`src/rtl/adc_spi_responder.sv`:
```
// adc_spi_responder: SPI responder emulating one 8-channel, 12-bit ADC.
// A frame is 16 SCLK cycles. MOSI bits 3..5 of a frame select the channel
// whose result is returned in the next frame. MISO changes on SCLK falling
// edges. SCLK idles high.
// Optional feature macro: ADC_RESP_ERRCNT_EN enables the saturating
// aborted-frame counter on errCNT. Without it, errCNT is tied to zero.
module adc_spi_responder #(
    parameter int SYNC_STAGES = 2
) (
    input  logic        CLK7M,
    input  logic        RESET,
    input  logic        SCLK,
    input  logic        nCS,
    input  logic        MOSI,
    output logic        MISO,
    output logic        MISO_OE,
    input  logic        chWE,
    input  logic [2:0]  chADDR,
    input  logic [11:0] chDATA,
    output logic [2:0]  curCH,
    output logic        frameDONE,
    output logic [7:0]  errCNT
);

    typedef enum logic [0:0] {
        ST_IDLE  = 1'b0,
        ST_SHIFT = 1'b1
    } state_t;

    logic [SYNC_STAGES-1:0] sclk_sync_r;
    logic [SYNC_STAGES-1:0] ncs_sync_r;
    logic [SYNC_STAGES-1:0] mosi_sync_r;
    logic                   sclk_prev_r;
    logic                   ncs_prev_r;

    logic sclk_s;
    logic ncs_s;
    logic mosi_s;
    logic sclk_rise_s;
    logic sclk_fall_s;
    logic ncs_rise_s;
    logic ncs_fall_s;

    state_t      state_r;
    state_t      state_s;
    logic [15:0] shift_r;
    logic [15:0] shift_s;
    logic [2:0]  ctrl_r;
    logic [2:0]  ctrl_s;
    logic [3:0]  bit_cnt_r;
    logic [3:0]  bit_cnt_s;
    logic        reload_r;
    logic        reload_s;
    logic [2:0]  next_ch_r;
    logic [2:0]  next_ch_s;
    logic [2:0]  cur_ch_r;
    logic [2:0]  cur_ch_s;
    logic        frame_done_r;
    logic        frame_done_s;
    logic        miso_r;
    logic        miso_s;
    logic        miso_oe_r;

    logic [11:0] ch_reg_r [0:7];

    assign sclk_s = sclk_sync_r[SYNC_STAGES-1];
    assign ncs_s  = ncs_sync_r[SYNC_STAGES-1];
    assign mosi_s = mosi_sync_r[SYNC_STAGES-1];

    assign sclk_rise_s = sclk_s & ~sclk_prev_r;
    assign sclk_fall_s = ~sclk_s & sclk_prev_r;
    assign ncs_rise_s  = ncs_s & ~ncs_prev_r;
    assign ncs_fall_s  = ~ncs_s & ncs_prev_r;

    // Synchronize SPI inputs and keep the previous synchronized levels for edge detection.
    always_ff @(posedge CLK7M) begin
        if (RESET) begin
            sclk_sync_r <= {SYNC_STAGES{1'b1}};
            ncs_sync_r  <= {SYNC_STAGES{1'b1}};
            mosi_sync_r <= {SYNC_STAGES{1'b0}};
            sclk_prev_r <= 1'b1;
            ncs_prev_r  <= 1'b1;
        end else begin
            sclk_sync_r <= {sclk_sync_r[SYNC_STAGES-2:0], SCLK};
            ncs_sync_r  <= {ncs_sync_r[SYNC_STAGES-2:0], nCS};
            mosi_sync_r <= {mosi_sync_r[SYNC_STAGES-2:0], MOSI};
            sclk_prev_r <= sclk_s;
            ncs_prev_r  <= ncs_s;
        end
    end

    // Channel register file. A load in the same cycle as a write reads the old value.
    always_ff @(posedge CLK7M) begin
        if (RESET) begin
            for (int i = 0; i < 8; i++) begin
                ch_reg_r[i] <= 12'h000;
            end
        end else if (chWE) begin
            ch_reg_r[chADDR] <= chDATA;
        end
    end

    // Frame FSM: next state, shift/control registers, counter and channel tracking.
    always_comb begin
        state_s      = state_r;
        shift_s      = shift_r;
        ctrl_s       = ctrl_r;
        bit_cnt_s    = bit_cnt_r;
        reload_s     = reload_r;
        next_ch_s    = next_ch_r;
        cur_ch_s     = cur_ch_r;
        frame_done_s = 1'b0;
        case (state_r)
            ST_IDLE: begin
                bit_cnt_s = 4'd0;
                reload_s  = 1'b0;
                if (ncs_fall_s) begin
                    state_s  = ST_SHIFT;
                    shift_s  = {4'h0, ch_reg_r[next_ch_r]};
                    cur_ch_s = next_ch_r;
                end else begin
                    state_s = ST_IDLE;
                end
            end
            ST_SHIFT: begin
                if (ncs_rise_s) begin
                    // A partial frame (counter nonzero) is dropped; nextCH is left alone.
                    state_s   = ST_IDLE;
                    bit_cnt_s = 4'd0;
                    reload_s  = 1'b0;
                end else if (sclk_rise_s) begin
                    // Rising edges 3..5 carry the next channel address, MSB first.
                    if ((bit_cnt_r >= 4'd2) && (bit_cnt_r <= 4'd4)) begin
                        ctrl_s = {ctrl_r[1:0], mosi_s};
                    end else begin
                        ctrl_s = ctrl_r;
                    end
                    if (bit_cnt_r == 4'd15) begin
                        bit_cnt_s    = 4'd0;
                        next_ch_s    = ctrl_r;
                        frame_done_s = 1'b1;
                        reload_s     = 1'b1;
                    end else begin
                        bit_cnt_s = bit_cnt_r + 4'd1;
                    end
                end else if (sclk_fall_s) begin
                    // The first falling edge of a frame presents bit 15: either
                    // a reload (back-to-back frame) or a hold (after nCS fall).
                    if (reload_r) begin
                        shift_s  = {4'h0, ch_reg_r[next_ch_r]};
                        cur_ch_s = next_ch_r;
                        reload_s = 1'b0;
                    end else if (bit_cnt_r != 4'd0) begin
                        shift_s = {shift_r[14:0], 1'b0};
                    end else begin
                        shift_s = shift_r;
                    end
                end else begin
                    state_s = ST_SHIFT;
                end
            end
            default: begin
                state_s   = ST_IDLE;
                bit_cnt_s = 4'd0;
                reload_s  = 1'b0;
            end
        endcase
        if (state_s == ST_SHIFT) begin
            miso_s = shift_s[15];
        end else begin
            miso_s = 1'b0;
        end
    end

    // Frame state and registered outputs.
    always_ff @(posedge CLK7M) begin
        if (RESET) begin
            state_r      <= ST_IDLE;
            shift_r      <= 16'h0000;
            ctrl_r       <= 3'd0;
            bit_cnt_r    <= 4'd0;
            reload_r     <= 1'b0;
            next_ch_r    <= 3'd0;
            cur_ch_r     <= 3'd0;
            frame_done_r <= 1'b0;
            miso_r       <= 1'b0;
            miso_oe_r    <= 1'b0;
        end else begin
            state_r      <= state_s;
            shift_r      <= shift_s;
            ctrl_r       <= ctrl_s;
            bit_cnt_r    <= bit_cnt_s;
            reload_r     <= reload_s;
            next_ch_r    <= next_ch_s;
            cur_ch_r     <= cur_ch_s;
            frame_done_r <= frame_done_s;
            miso_r       <= miso_s;
            miso_oe_r    <= ~ncs_s;
        end
    end

    assign MISO      = miso_r;
    assign MISO_OE   = miso_oe_r;
    assign curCH     = cur_ch_r;
    assign frameDONE = frame_done_r;

`ifdef ADC_RESP_ERRCNT_EN
    logic [7:0] err_cnt_r;
    logic       abort_s;

    assign abort_s = (state_r == ST_SHIFT) && ncs_rise_s && (bit_cnt_r != 4'd0);

    // Saturating count of aborted frames; cleared only by reset.
    always_ff @(posedge CLK7M) begin
        if (RESET) begin
            err_cnt_r <= 8'h00;
        end else if (abort_s && (err_cnt_r != 8'hFF)) begin
            err_cnt_r <= err_cnt_r + 8'h01;
        end
    end

    assign errCNT = err_cnt_r;
`else
    assign errCNT = 8'h00;
`endif

endmodule

```
`config.mk`:
```
export PLATFORM = sky130hd
export DESIGN_NAME = adc_spi_responder
export DESIGN_NICKNAME = d
export VERILOG_FILES = /design/src/rtl/adc_spi_responder.sv
export SDC_FILE = /design/constraint.sdc
export NUM_CORES = 1
export LEC_CHECK = 0
export BUFFER_PORTS_ARGS = -buffer_cell sky130_fd_sc_hd__buf_2
export CAP_MARGIN = 20
export CORE_MARGIN = 3
export CORE_UTILIZATION = 50
export DETAILED_ROUTE_END_ITERATION = 10
export HOLD_SLACK_MARGIN = 0.02
export PLACE_DENSITY = 0.68
export SETUP_SLACK_MARGIN = 0.15
export SLEW_MARGIN = 10
export SYNTH_ARGS = -nofsm -noshare
export SYNTH_HDL_FRONTEND = slang
export SYNTH_SLANG_ARGS = --single-unit
```
`constraint.sdc`:
```
create_clock -name CLK7M -period 1.8 [get_ports CLK7M]
set_input_delay 0.18 -clock CLK7M [delete_from_list [all_inputs] [get_ports CLK7M]]
set_output_delay 0.18 -clock CLK7M [all_outputs]
set_load 0.005 [all_outputs]
```
* After elaboration in Yosys (flattened, before gate mapping)
Memories as Yosys holds them, arrays and structs flattened. A register that Yosys moved wholly into a read port is not among the register bits.
Cells that the tools add are included.
** Storage, ports and cells
- Register bits :: 42
- RAM bits :: 96
- Bits of input ports :: 21
- Output and inout bits :: 14
- Logic and storage cells :: 88
- Memories kept :: 1
** Cells by class
- Add/subtract/negate cells :: 1
- $lt $le $gt $ge :: 2
- Equal/unequal tests :: 10
- Mux-type cells :: 36
- Bitwise gates (word level) :: 12
- Reductions and logical operators :: 10
** Memories
- ch_reg_r :: depth 8, width 12, read ports 1, clocked after Yosys merged registers in 1, wr ports 8, RTL line 64 : logic [11:0] ch_reg_r [0:7];
** Operators with widths (number)
- $mux W16 :: 6
- $pmux W16 S2 :: 1
- $mux W3 :: 8
- $mux W1 :: 13
- $mux W12 :: 1
- $mux W4 :: 3
- $reduce_or A12 Y1 :: 1
- $reduce_and A5 Y1 :: 2
- $ne A2 B2 Y1 const B :: 4
- $not A1 Y1 :: 8
- $pmux W4 S2 :: 1
- $reduce_and A4 Y1 :: 2
- $pmux W3 S2 :: 1
- $add A4 B1 Y4 const B :: 1
- $and A1 B1 Y1 :: 4
- $eq A4 B4 Y1 const B :: 1
- $ge A4 B2 Y1 const B :: 1
- $le A4 B3 Y1 const B :: 1
- $ne A4 B3 Y1 const B :: 1
- $ne A4 B4 Y1 const B :: 1
- $pmux W1 S2 :: 2
- $reduce_bool A4 Y1 :: 1
- $reduce_or A4 Y1 :: 1
- $ne A3 B1 Y1 const B :: 1
- 5 further kinds :: 5

* Logic depth before layout (Yosys ltp)
- Depth after elaboration :: 7
- Depth in mapped cells :: 8
- Mapped depth without buffers :: 6

* Least setup slack after synthesis
OpenSTA, ideal clock, no wires.
- Path kind :: reg-to-reg
- Start point :: register bit_cnt_r[1]
- End point :: register miso_r, in the netlist MISO
- Setup time :: 0.086 ns
- Arrival :: 1.711 ns
- Data required time :: 1.714 ns
- Slack :: 0.003 ns
- Cell stages (with the launch flop) :: 7
- Path buffers :: 0
- Period minus slack after synthesis :: 1.797 ns
- Path through :: dfxtp_1 > inv_1 > ha_1 > nor3b_1 > or4b_1 > a31o_2 > a211oi_1
** On the way
- Cells in the longest elaborated chain, start to end :: 7
** Ends and longest elaborated chain
- from (decl) :: RTL line 50 : logic [3:0] bit_cnt_r;
- from (signal assigned) :: RTL line 192 : bit_cnt_r <= bit_cnt_s;
- $reduce_bool A4 Y1 :: RTL line 153 : end else if (bit_cnt_r != 4'd0) begin
- $mux W16 :: RTL line 153
- $mux W16 :: RTL line 149 : if (reload_r) begin
- $mux W16 :: RTL line 146 : end else if (sclk_fall_s) begin
- $mux W16 :: RTL line 131 : end else if (sclk_rise_s) begin
- $mux W16 :: RTL line 126 : if (ncs_rise_s) begin
- $pmux W16 S2 :: RTL line 113 : case (state_r)
- to (signal assigned) :: RTL line 197 : miso_r <= miso_s;
- to (decl) :: RTL line 60 : logic miso_r;
Every way passes these cells. The select of a mux whose other input is x is not followed.
A chain may end at the register's enable or synchronous reset.

==> reports/results.ini <==
[critical_path]
crit_fanout = 6
crit_type = reg -> reg
end_kind = flip-flop
r2r_slack_ns = -0.04
rr_endpoint = shift_r[4]
crit_arrival_ns = 2.12
cp-start-kind = flip-flop
rr_worst_depth = 5
required_ns = 2.08

[global_route]
grt_use_met3_pct = 6.03
use_met2_pct = 33.4
antenna_found_initial = 0
grt_busiest_layer = met2
grt_overflow = 0
grt_pass1_wl_um = 22400
met1_usage_pct = 29.0
grtUsageTotal_pct = 21.4
first_global_vias = 4001
grt_max_degree = 43

[finish]
synthToLayoutAreaGrowth_pct = 20.3
final_nets = 548
mostFrequentLayoutCells = and2_1, edfxtp_1, dfxtp_1
layout_commonest_cell = and2_1
layout-drive-gt1-share_pct = 31.0
diodes = 0
instances_no_fill = 703
fin_util_pct = 62.6
nFillCells = 925

[synthesis]
syn_inst = 472
avgSynthCellArea_um2 = 13.5
synthFlopType = edfxtp_1
ys_warn_count = 0
synthDistinctLibCells = 45
synth-async-reset-ratio_pct = 0
synth_edf_count = 96
ys_ff_latch = 141
synth_area_um2 = 6350
seq_area_frac_synth_pct = 59.6

[cts]
cts_buffers = 17
tritoncts = built
clkTransAtPathRegs_ns = 0.06
clock_latency_ns = 0.42
htree_num_levels = 4
clockBufferDepth = 2
root_buffer = clkbuf_16
cts_sinks = 141

[die]
die_x_um = 119
io-pin-count = 35
row_count = 40
start_util_pct = 52.0
core_um2 = 12200
die-area_um2 = 14100
die_h_um = 119

[power_and_ir_drop]
p_per_area_nw_per_um2 = 986
ir_drop_mv = 0.619
power_mw = 7.53
p_leak_nw = 2.73

[sta]
fin_skew_ns = 0.00717
finalSetupViolCount = 1
timing.fmax_mhz = 543
tns_ns = -0.0432
report.final.slew_viol_count = 0
fin_crit_ns = 1.84
period_share_pct = 102
grt_setup_unrepaired = yes
setup_slack_ns = -0.0432
hold_viol = 0

[placement]
gp_congestion = 0.761
numPortBuffers = 26
hpwl_um = 8640
dp.cells = 662
dp_slack_ns = -0.0512

[detailed_routing]
route.detailed.drc = 0
first_iter_violations = 420
viasPerCell = 5.65
wirelength_um = 14600
wl_per_cell_um = 20.8
dr_total_vias = 3969
ant_nets = 0
dr.pass1.iters = 5

[worst_hold_path]
min-delay-start = chDATA[7]
whs_path_depth = 2
hold_end = ch_reg_r[3][7]
hp-class = in -> reg

[job]
maxCapViolCount = 0

[status]
violations = setup timing
status = finished, violations left

cells in the mapped netlist, types with 2 or more instances:
library cell  count  area (µm²)
dfxtp_1          45         901
edfxtp_1         96        2880
a211oi_1          2        15.0
a21oi_1          18        90.1
mux2i_1           8        80.1
buf_6             4        45.0
or2_2            13        81.3
nor3b_1           2        15.0
mux4_2            5         113
buf_4             9        67.6
nand4_1           3        18.8
inv_1            19        71.3
or4b_1            2        20.0
mux2_2           11         124
nand2_1           4        15.0
clkbuf_1         18        67.6
and2_1           97         607
nand2b_1          7        43.8
buf_2             7        35.0
nand3_1           7        35.0
mux4_1           19         499
ha_1              5        62.6
nor2_1           19        71.3
a31oi_1          11        68.8
o21ai_0           4        20.0
o32ai_1          11        96.3
a32oi_1           3        26.3
nor3_1            4        20.0
nor2b_1           3        18.8
sequential cells by signal, indices dropped and copies added (netlist names), 2 cells and up, named ones only:
signal / count
next_ch_r: 3
ncs_sync_r: 2
sclk_sync_r: 2
curCH: 3
mosi_sync_r: 2
ctrl_r: 3
shift_r: 16
bit_cnt_r: 4
ch_reg_r: 96
per-layer routing:
metal	wire length [µm]	part of all wire, %
met3	895	6.1
met1	6360	43
met2	7090	49
met4	266	1.8
met5	0	0
layout make-up:
| class | instances | area (µm²) | area share (%) |
|---|---|---|---|
| repair buffers | 62 | 554 | 7.25 |
| multi-input cells | 281 | 2430 | 31.8 |
| inverters | 19 | 71.3 | 0.933 |
| clock inverters | 13 | 149 | 1.95 |
| well taps | 168 | 210 | 2.75 |
| flip-flops and latches | 141 | 3790 | 49.7 |
| clock buffers | 19 | 433 | 5.66 |
cell families (layout without fill, tap and decap cells):
family | after synthesis | after routing | synth area share [%]
adders and majority gates | 5 | 5 | 0.985
xor gates and xnor gates | 1 | 1 | 0.138
muxes | 43 | 43 | 12.8
other | 1 | 8 | 0.0590
AOI/OAI and AO/OA | 57 | 57 | 6.22
buffers and inverters | 57 | 113 | 4.51
DFF | 141 | 141 | 59.6
and+or+nand+nor | 167 | 167 | 15.7
worst max path at each step:
stage,from,end,slack (ns),cells past startpoint
3_5_place_dp,RESET,ch_reg_r[0][9],-0.05,4
3_3_place_gp,RESET,ch_reg_r[0][9],-0.008,4
6_report,flip-flop,shift_r[4],-0.04,5
4_1_cts,flip-flop,shift_r[3],0.0009,5
5_1_grt,flip-flop,shift_r[4],-0.07,5
2_1_floorplan,flip-flop,shift_r[1],0.14,6
worst max-delay path, cell delays in order (launching register included):
cell       delay, ns
dfxtp_4         0.41
clkbuf_16       0.18
mux4_2          0.49
mux2_2          0.29
a31oi_2         0.21
o32ai_2         0.12
power by group:
group / switching, mW / internal, mW / total [mW]
Sequential: 0.0539 / 3.61 / 3.67
Clock: 1.31 / 2.16 / 3.47
Combinational: 0.219 / 0.178 / 0.397
metrics by stage:
step	hold slack (ns)	area [µm²]
after global placement	0.370	6750
after detailed placement	0.365	6750
after CTS	0.117	7440
after floorplan	0.284	6350
final	0.128	7640
after global routing	0.119	7640
timing repair:
action                                 in CTS  in global routing
endpoints found under the hold margin       3                  0
resized for setup                          13                 30
pin swaps                                   3                  5
hold buffers                                3                  0
setup endpoints to repair                  19                 28
setup buffers                               2                  1
gates cloned                                1                  2
(Power assumes the default switching activity.)
